`config.mk`:
```
export PLATFORM = sky130hd
export DESIGN_NAME = sync_filter_edge
export DESIGN_NICKNAME = d
export VERILOG_FILES = /design/src/rtl/sync_filter_edge_pkg.sv /design/src/rtl/sync_filter_bit.sv /design/src/rtl/sync_filter_edge.sv
export SDC_FILE = /design/constraint.sdc
export NUM_CORES = 1
export LEC_CHECK = 0
export BUFFER_PORTS_ARGS = -buffer_cell sky130_fd_sc_hd__clkbuf_2
export CAP_MARGIN = 20
export CORE_ASPECT_RATIO = 0.7
export CORE_MARGIN = 2
export CORE_UTILIZATION = 25
export CTS_BUF_LIST = sky130_fd_sc_hd__clkbuf_16
export DETAILED_ROUTE_END_ITERATION = 6
export GPL_ROUTABILITY_DRIVEN = 0
export PLACE_DENSITY_LB_ADDON = 0.1
export SETUP_SLACK_MARGIN = 0.4
export SKIP_CTS_REPAIR_TIMING = 1
export SYNTH_ARGS = -nofsm -noshare
export SYNTH_HDL_FRONTEND = slang
export SYNTH_HIERARCHICAL = 1
export SYNTH_SLANG_ARGS = --single-unit
export TNS_END_PERCENT = 30
```
`constraint.sdc`:
```
create_clock -name clk -period 3.3 [get_ports clk]
set_input_delay 0.33 -clock clk [delete_from_list [all_inputs] [get_ports clk]]
set_output_delay 0.33 -clock clk [all_outputs]
set_load 0.005 [all_outputs]
```
`src/rtl/sync_filter_edge_pkg.sv`:
```
// Shared constants and types for the multi-bit synchronizer / glitch filter / edge detector.
// Holds the minimum legal chain depth and the per-bit filter decision type.
package sync_filter_edge_pkg;

  localparam int STAGES_MIN = 2;

  // Per-bit decision taken on each clock edge.
  typedef enum logic [1:0] {
    ACT_HOLD   = 2'd0,
    ACT_FOLLOW = 2'd1,
    ACT_COUNT  = 2'd2
  } filt_act_e;

  function automatic bit stages_ok(input int stages);
    return stages >= STAGES_MIN;
  endfunction

endpackage

```
`src/rtl/sync_filter_bit.sv`:
```
// One channel of the filter: stability counter, filtered level flop and rise/fall pulse flops.
// edge_next exposes the combinational change so the top can register a summary flag in the same cycle.
module sync_filter_bit
  import sync_filter_edge_pkg::*;
#(
  parameter int   FILTER_W  = 4,
  parameter logic RESET_BIT = 1'b0
) (
  input  logic                clk,
  input  logic                reset,
  input  logic                s,
  input  logic                filter_en,
  input  logic [FILTER_W-1:0] filter_len,
  output logic                out,
  output logic                rise,
  output logic                fall,
  output logic                edge_next
);

  logic [FILTER_W-1:0] cnt;
  logic [FILTER_W-1:0] cnt_next;
  logic                out_next;
  filt_act_e           act;

  // A lowered filter_len takes effect at once because of the >= compare;
  // cnt only counts while below filter_len, so it can never wrap.
  always_comb begin
    act = ACT_HOLD;
    if (!filter_en || ((s != out) && (cnt >= filter_len))) begin
      act = ACT_FOLLOW;
    end else if (s != out) begin
      act = ACT_COUNT;
    end
  end

  // NOTE: every output of a combinational block gets a default first, so no path infers a latch.
  always_comb begin
    out_next = out;
    cnt_next = '0;
    unique case (act)
      ACT_FOLLOW: out_next = s;
      ACT_COUNT:  cnt_next = cnt + 1'b1;
      default:    ;
    endcase
  end

  assign edge_next = out_next ^ out;

  // NOTE: state is updated with non-blocking assignments so every flop samples pre-edge values.
  always_ff @(posedge clk or posedge reset) begin
    if (reset) begin
      cnt  <= '0;
      out  <= RESET_BIT;
      rise <= 1'b0;
      fall <= 1'b0;
    end else begin
      cnt  <= cnt_next;
      out  <= out_next;
      rise <= out_next & ~out;
      fall <= ~out_next & out;
    end
  end

endmodule

```
`src/rtl/sync_filter_edge.sv`:
```
// Multi-bit CDC synchronizer with per-bit programmable glitch filter and rise/fall edge pulses.
// Top level: the flop chain, the per-bit filter instances and the registered change summary.
module sync_filter_edge
  import sync_filter_edge_pkg::*;
#(
  parameter int          DW        = 32,
  parameter int          STAGES    = 3,
  parameter int          FILTER_W  = 4,
  parameter logic [DW-1:0] RESET_VAL = {DW{1'b0}}
) (
  input  logic                clk,
  input  logic                reset,
  input  logic [DW-1:0]       in,
  input  logic                filter_en,
  input  logic [FILTER_W-1:0] filter_len,
  output logic [DW-1:0]       out,
  output logic [DW-1:0]       rise,
  output logic [DW-1:0]       fall,
  output logic                changed
);

  if (!stages_ok(STAGES)) begin : g_stages_check
    $error("sync_filter_edge: STAGES must be >= STAGES_MIN");
  end

  logic [STAGES-1:0][DW-1:0] sync_q;
  logic [DW-1:0]             s;
  logic [DW-1:0]             edge_next;

  // NOTE: every chain stage is reset to the same value as out, so reset release never fires an edge.
  always_ff @(posedge clk or posedge reset) begin
    if (reset) begin
      for (int k = 0; k < STAGES; k++) sync_q[k] <= RESET_VAL;
    end else begin
      sync_q[0] <= in;
      for (int k = 1; k < STAGES; k++) sync_q[k] <= sync_q[k-1];
    end
  end

  assign s = sync_q[STAGES-1];

  for (genvar i = 0; i < DW; i++) begin : g_bit
    sync_filter_bit #(
      .FILTER_W  (FILTER_W),
      .RESET_BIT (RESET_VAL[i])
    ) u_bit (
      .clk        (clk),
      .reset      (reset),
      .s          (s[i]),
      .filter_en  (filter_en),
      .filter_len (filter_len),
      .out        (out[i]),
      .rise       (rise[i]),
      .fall       (fall[i]),
      .edge_next  (edge_next[i])
    );
  end

  // Registered from the next-state edges so it lines up with the rise/fall pulses.
  always_ff @(posedge clk or posedge reset) begin
    if (reset) changed <= 1'b0;
    else       changed <= |edge_next;
  end

endmodule

```
; After elaboration in Yosys (flattened, before gate mapping)
; Cells that the tools add are included.
[word_totals]
ramBits = 0
rom_bits = 0
word_cells = 646
reg_bits = 321
latch_bits = 0
memories = 0
inputBits = 39
output_inout_bits = 97
[classes]
n_div = 0
reduce_logical = 66
mux = 128
n_eq_ne = 96
shifts = 0
order_cmp = 32
multipliers = 0
bitwise = 160
addsub = 32
[op_table]
columns = operator, n
row1 = adder 4 x 1 -> 4 bit (second input constant), 32
row2 = >= comparator 4 bit, 32
row3 = two-way mux 2 bit, 64
row4 = two-way mux 4 bit, 32
row5 = AND 1 bit, 64
row6 = equality test 2 x 1 -> 1 bit (second input constant), 32
row7 = equality test 2 bit (second input constant), 32
row8 = inverter 1 bit, 64
row9 = logical AND 1 bit, 32
row10 = logical OR 1 bit, 32
row11 = two-way mux 1 bit, 32
row12 = inequality test 1 bit, 32
row13 = OR reduction 32 bit, 1
row14 = XOR 1 bit, 32
row15 = zero test 1 bit, 1

; Longest topological paths before layout
[depth]
depth_word = 8
ltp_mapped = 10
depth_no_buf = 10

; Modules after synthesis
; Netlist, hierarchy kept.
[by_module_without_submodules]
columns = mod, area_per_inst_um2, cells_each, n_inst
row1 = sync_filter_bit, 414.1, 38, 32
row2 = sync_filter_edge, 2506.2, 109, 1

; Least setup slack after synthesis
; OpenSTA, ideal clock, no wires.
[synth_timing]
path_type = register to register
start = register g_bit[26].u_bit.cnt[0]
end = register changed
slack_ns = 0.975
t_arrival_ns = 2.201
setup_time_ns = 0.124
stages_incl_launch_ff = 11
synth_period_minus_slack_ns = 2.325
n_path_buf = 0
path_cell_list = dfrtp_1 > inv_1 > ha_1 > nor3b_2 > o211ai_2 > mux2_1 > ha_1 > inv_1 > nor4_1 > nand4_1 > or2_1
[synth_between]
elab_chain_len = 8
[synth_rtl]
columns = item, line
row1 = from (decl), sync_filter_bit.sv:20  ; logic [FILTER_W-1:0] cnt;
row2 = from (signal assigned), sync_filter_bit.sv:57  ; cnt <= cnt_next;
row3 = >= comparator 4 bit, sync_filter_bit.sv:29  ; if (!filter_en || ((s != out) && (cnt >= filter_len))) begin
row4 = logical AND 1 bit, sync_filter_bit.sv:29
row5 = logical OR 1 bit, sync_filter_bit.sv:29
row6 = two-way mux 2 bit, sync_filter_bit.sv:29
row7 = equality test 2 x 1 -> 1 bit, sync_filter_bit.sv:40  ; unique case (act)
row8 = two-way mux 1 bit, sync_filter_bit.sv:40
row9 = XOR 1 bit, sync_filter_bit.sv:47  ; assign edge_next = out_next ^ out;
row10 = net edge_next[26], sync_filter_edge.sv:28  ; logic [DW-1:0] edge_next;
row11 = OR reduction 32 bit, sync_filter_edge.sv:62  ; else changed <= |edge_next;
row12 = to (signal assigned), sync_filter_edge.sv:62
row13 = to (decl), sync_filter_edge.sv:19  ; output logic changed
; The timed path passes the listed nets, and every way through them passes these cells.

; Final worst setup path
[layout_timing]
start = register g_bit[6].u_bit.cnt[0]
end = register changed
[layout_between]
elab_chain_len = 8
[layout_rtl]
columns = item, line
row1 = from (decl), sync_filter_bit.sv:20
row2 = from (signal assigned), sync_filter_bit.sv:57
row3 = >= comparator 4 bit, sync_filter_bit.sv:29
row4 = logical AND 1 bit, sync_filter_bit.sv:29
row5 = logical OR 1 bit, sync_filter_bit.sv:29
row6 = two-way mux 2 bit, sync_filter_bit.sv:29
row7 = equality test 2 x 1 -> 1 bit, sync_filter_bit.sv:40
row8 = two-way mux 1 bit, sync_filter_bit.sv:40
row9 = XOR 1 bit, sync_filter_bit.sv:47
row10 = net edge_next[6], sync_filter_edge.sv:28
row11 = OR reduction 32 bit, sync_filter_edge.sv:62
; The timed path passes the listed nets, and every way through them passes these cells.

==> metrics <==
status=finished clean; routed len/inst=15.4 um; Vias=9,766; Die Height=214 um; Synth area leaders=dfrtp_1 51%, ha_1 15%, inv_1 6.1%; YS warnings=6; final worst slack=0.554 ns; RSZ-0062 raised after global routing=no; core box area=61,900 um^2; n_diodes=0; first-pass GRT wire length=59.6 mm; Rows=76; r2r endpoint=changed; clk slew on worst S/H paths=0.06 ns; Power Density=521 nW/um^2; CP delay by family, top=simple AND/OR/NAND/NOR gates; Largest stage delay, worst path=0.39 ns; overall power=0.0102 W; CP endpoint kind=register; final hold vios=0; GRT Util Overall=11.7%; fin cells=2,414; post-route ant nets=0; stages on the worst setup path=11; type of the worst setup path=reg -> reg; max_cap viols=0; post-synthesis cell count=1,325; CTS tree=yes; Req. time, crit path=3.73 ns; share of the synthesized area in the top cell type=51.0%; Leak Pwr=9.84 nW; Slew Viols, Final=0; CP Data Arrival Time=3.17 ns; worst-path cell chain=inv_1, ha_1, nor3b_2, o211ai_2, mux2_1, ha_1, inv_1, nor4_4, buf_4, nand4_1, or2_1; Avg Cell Area, Syn=11.9 um^2; initial core utilization=25.5%; post-DP HPWL=26.4 mm; worst setup path end=changed; part of the Yosys area used for sequential elements=51.0%; largest net degree at the start of global routing=93; crit path max fanout=3; Placed Cells=2,296; Max-Slew Margin vs Limit=55.3%; PortBufs=135; layout cells sized above 1=20.4%; Layout area overhead=23.7%; CTS root buf=clkbuf_16; WP buf/inv=3; Sink Count=321; Initial DRT Pass Iterations=5; Mapped Area=15,800 um^2; Final period util=83.2%; Max IR drop VDD=0.000219 V; H-tree Lvls=2; # IOs=136; Syn Nets=1,556; Worst path slowest cell=dfrtp_1; clock period minus worst slack=2.75 ns; die area=65,100 um^2; grt total ovfl=0; Hold Path Class=in -> async; vias per cell=4.05; Setup WS pre-CTS=-0.0883 ns; Startpoint Class=register; final setup fails=0; DRC Markers=0; Reg2Reg Setup Slack=0.55 ns; vias in the first global route=10,200; number of distinct library cells after synthesis=18; area leader, netlist=dfrtp_1; clock buffer depth=3; Worst Setup SP=g_bit[6].u_bit/cnt[0]; clock latency on the worst-skew pair=0.55 ns; fin nets=1,798; R2R depth=11; Die Width=304 um; worst slew pin tran=0.671 ns; worst clock skew=0.0159 ns; Fmax achieved=364 MHz; final WL=37.2 mm; total CTS buffers=39; setup TNS=0 ns; reg2reg start=g_bit[6].u_bit/cnt[0]; initial antenna violation count=0; Seq cells post-synth=321; Initial DRC Count=410
[synthesized netlist by cell type (all sizes together)]
cell / number
inv: 257
nor2: 128
o2111ai: 32
dfrtp: 321
nor3b: 64
xnor2: 32
nor4: 8
or2: 1
ha: 192
o211ai: 64
nand3: 32
mux2: 64
and2b: 32
nand4: 2
xor2: 64
nand2: 32
[state kept, by name (all words and copies together) (netlist names)]
signal and flops:
sync_q 64, changed 1, s 32, g_bit.u_bit/fall 32, g_bit.u_bit/rise 32, g_bit.u_bit/cnt 128
g_bit.u_bit/out 32
[per-stage QoR]
step / utilization [%] / hold WS (ns) / area (um^2)
floorplan: - / 0.133 / 15800
global placement: 28.5 / 0.332 / 17700
detailed placement: 28.5 / 0.335 / 17700
CTS: 30.6 / -0.163 / 18900
global route: 31.5 / 0.309 / 19500
finish: 31.5 / 0.319 / 19500
[cells by family (layout without fill, tap and decap cells)]
family                     count (synthesis)  in the layout  synth area share [%]
adders and majority gates                192            192                  15.2
muxes                                     64             64                  4.57
buffers and inverters                    257            527                  6.12
AOI/OAI and AO/OA                         96             96                  6.86
DFF                                      321            321                  51.0
and+or+nand+nor                          299            299                  10.9
xor gates and xnor gates                  96             96                  5.34
[cell usage in the layout (no fill, tap or decap), drive strengths merged, types with 33 or more instances in the layout]
master       instances
buf                 33
clkbuf             176
dfrtp              321
dlygate4sd3         33
ha                 192
inv                263
mux2                64
nor2               128
nor3b               64
o211ai              64
xor2                64
[per-layer routing]
layer	track usage (%)	part of all wire (%)
met1	17.5	52
met2	16.7	41
met3	2.68	4.8
met4	3.27	2.1
met5	0	0
[how the worst min path moves through the flow]
stage	from	endpoint	slack [ns]	depth (start not counted)
2_1_floorplan	reset	g_bit[0].u_bit/cnt[0]	0.13	1
3_3_place_gp	sync_q[41]	s[9]	0.33	0
3_5_place_dp	sync_q[49]	s[17]	0.33	0
4_1_cts	in[10]	sync_q[10]	-0.16	1
5_1_grt	reset	s[6]	0.31	3
6_report	reset	s[21]	0.32	3
[area by class of cell]
class	count	area, um^2
well taps	819	1020
flip-flops and latches	321	8030
multi-input cells	747	6850
clock inverters	28	249
inverters	257	970
clock buffers	41	1030
fillers	6244	42400
repair buffers	201	1350
[power by group]
| group | internal (W) | leakage, nW | switching, W |
|---|---|---|---|
| sequential | 0.00419 | 4.10 | 0.000226 |
| combinational | 0.000617 | 5.10 | 0.000787 |
| clock | 0.00262 | 0.643 | 0.00171 |
[worst reg2reg max path, stage by stage, from the launching register on]
cell and delay, ns:
dfrtp_1 0.39, inv_1 0.06, ha_1 0.28, nor3b_2 0.21
o211ai_2 0.11, mux2_1 0.32, ha_1 0.32, inv_1 0.09
nor4_4 0.25, buf_4 0.18, nand4_1 0.17, or2_1 0.25
Note: power is estimated with default switching activity, not from simulation.
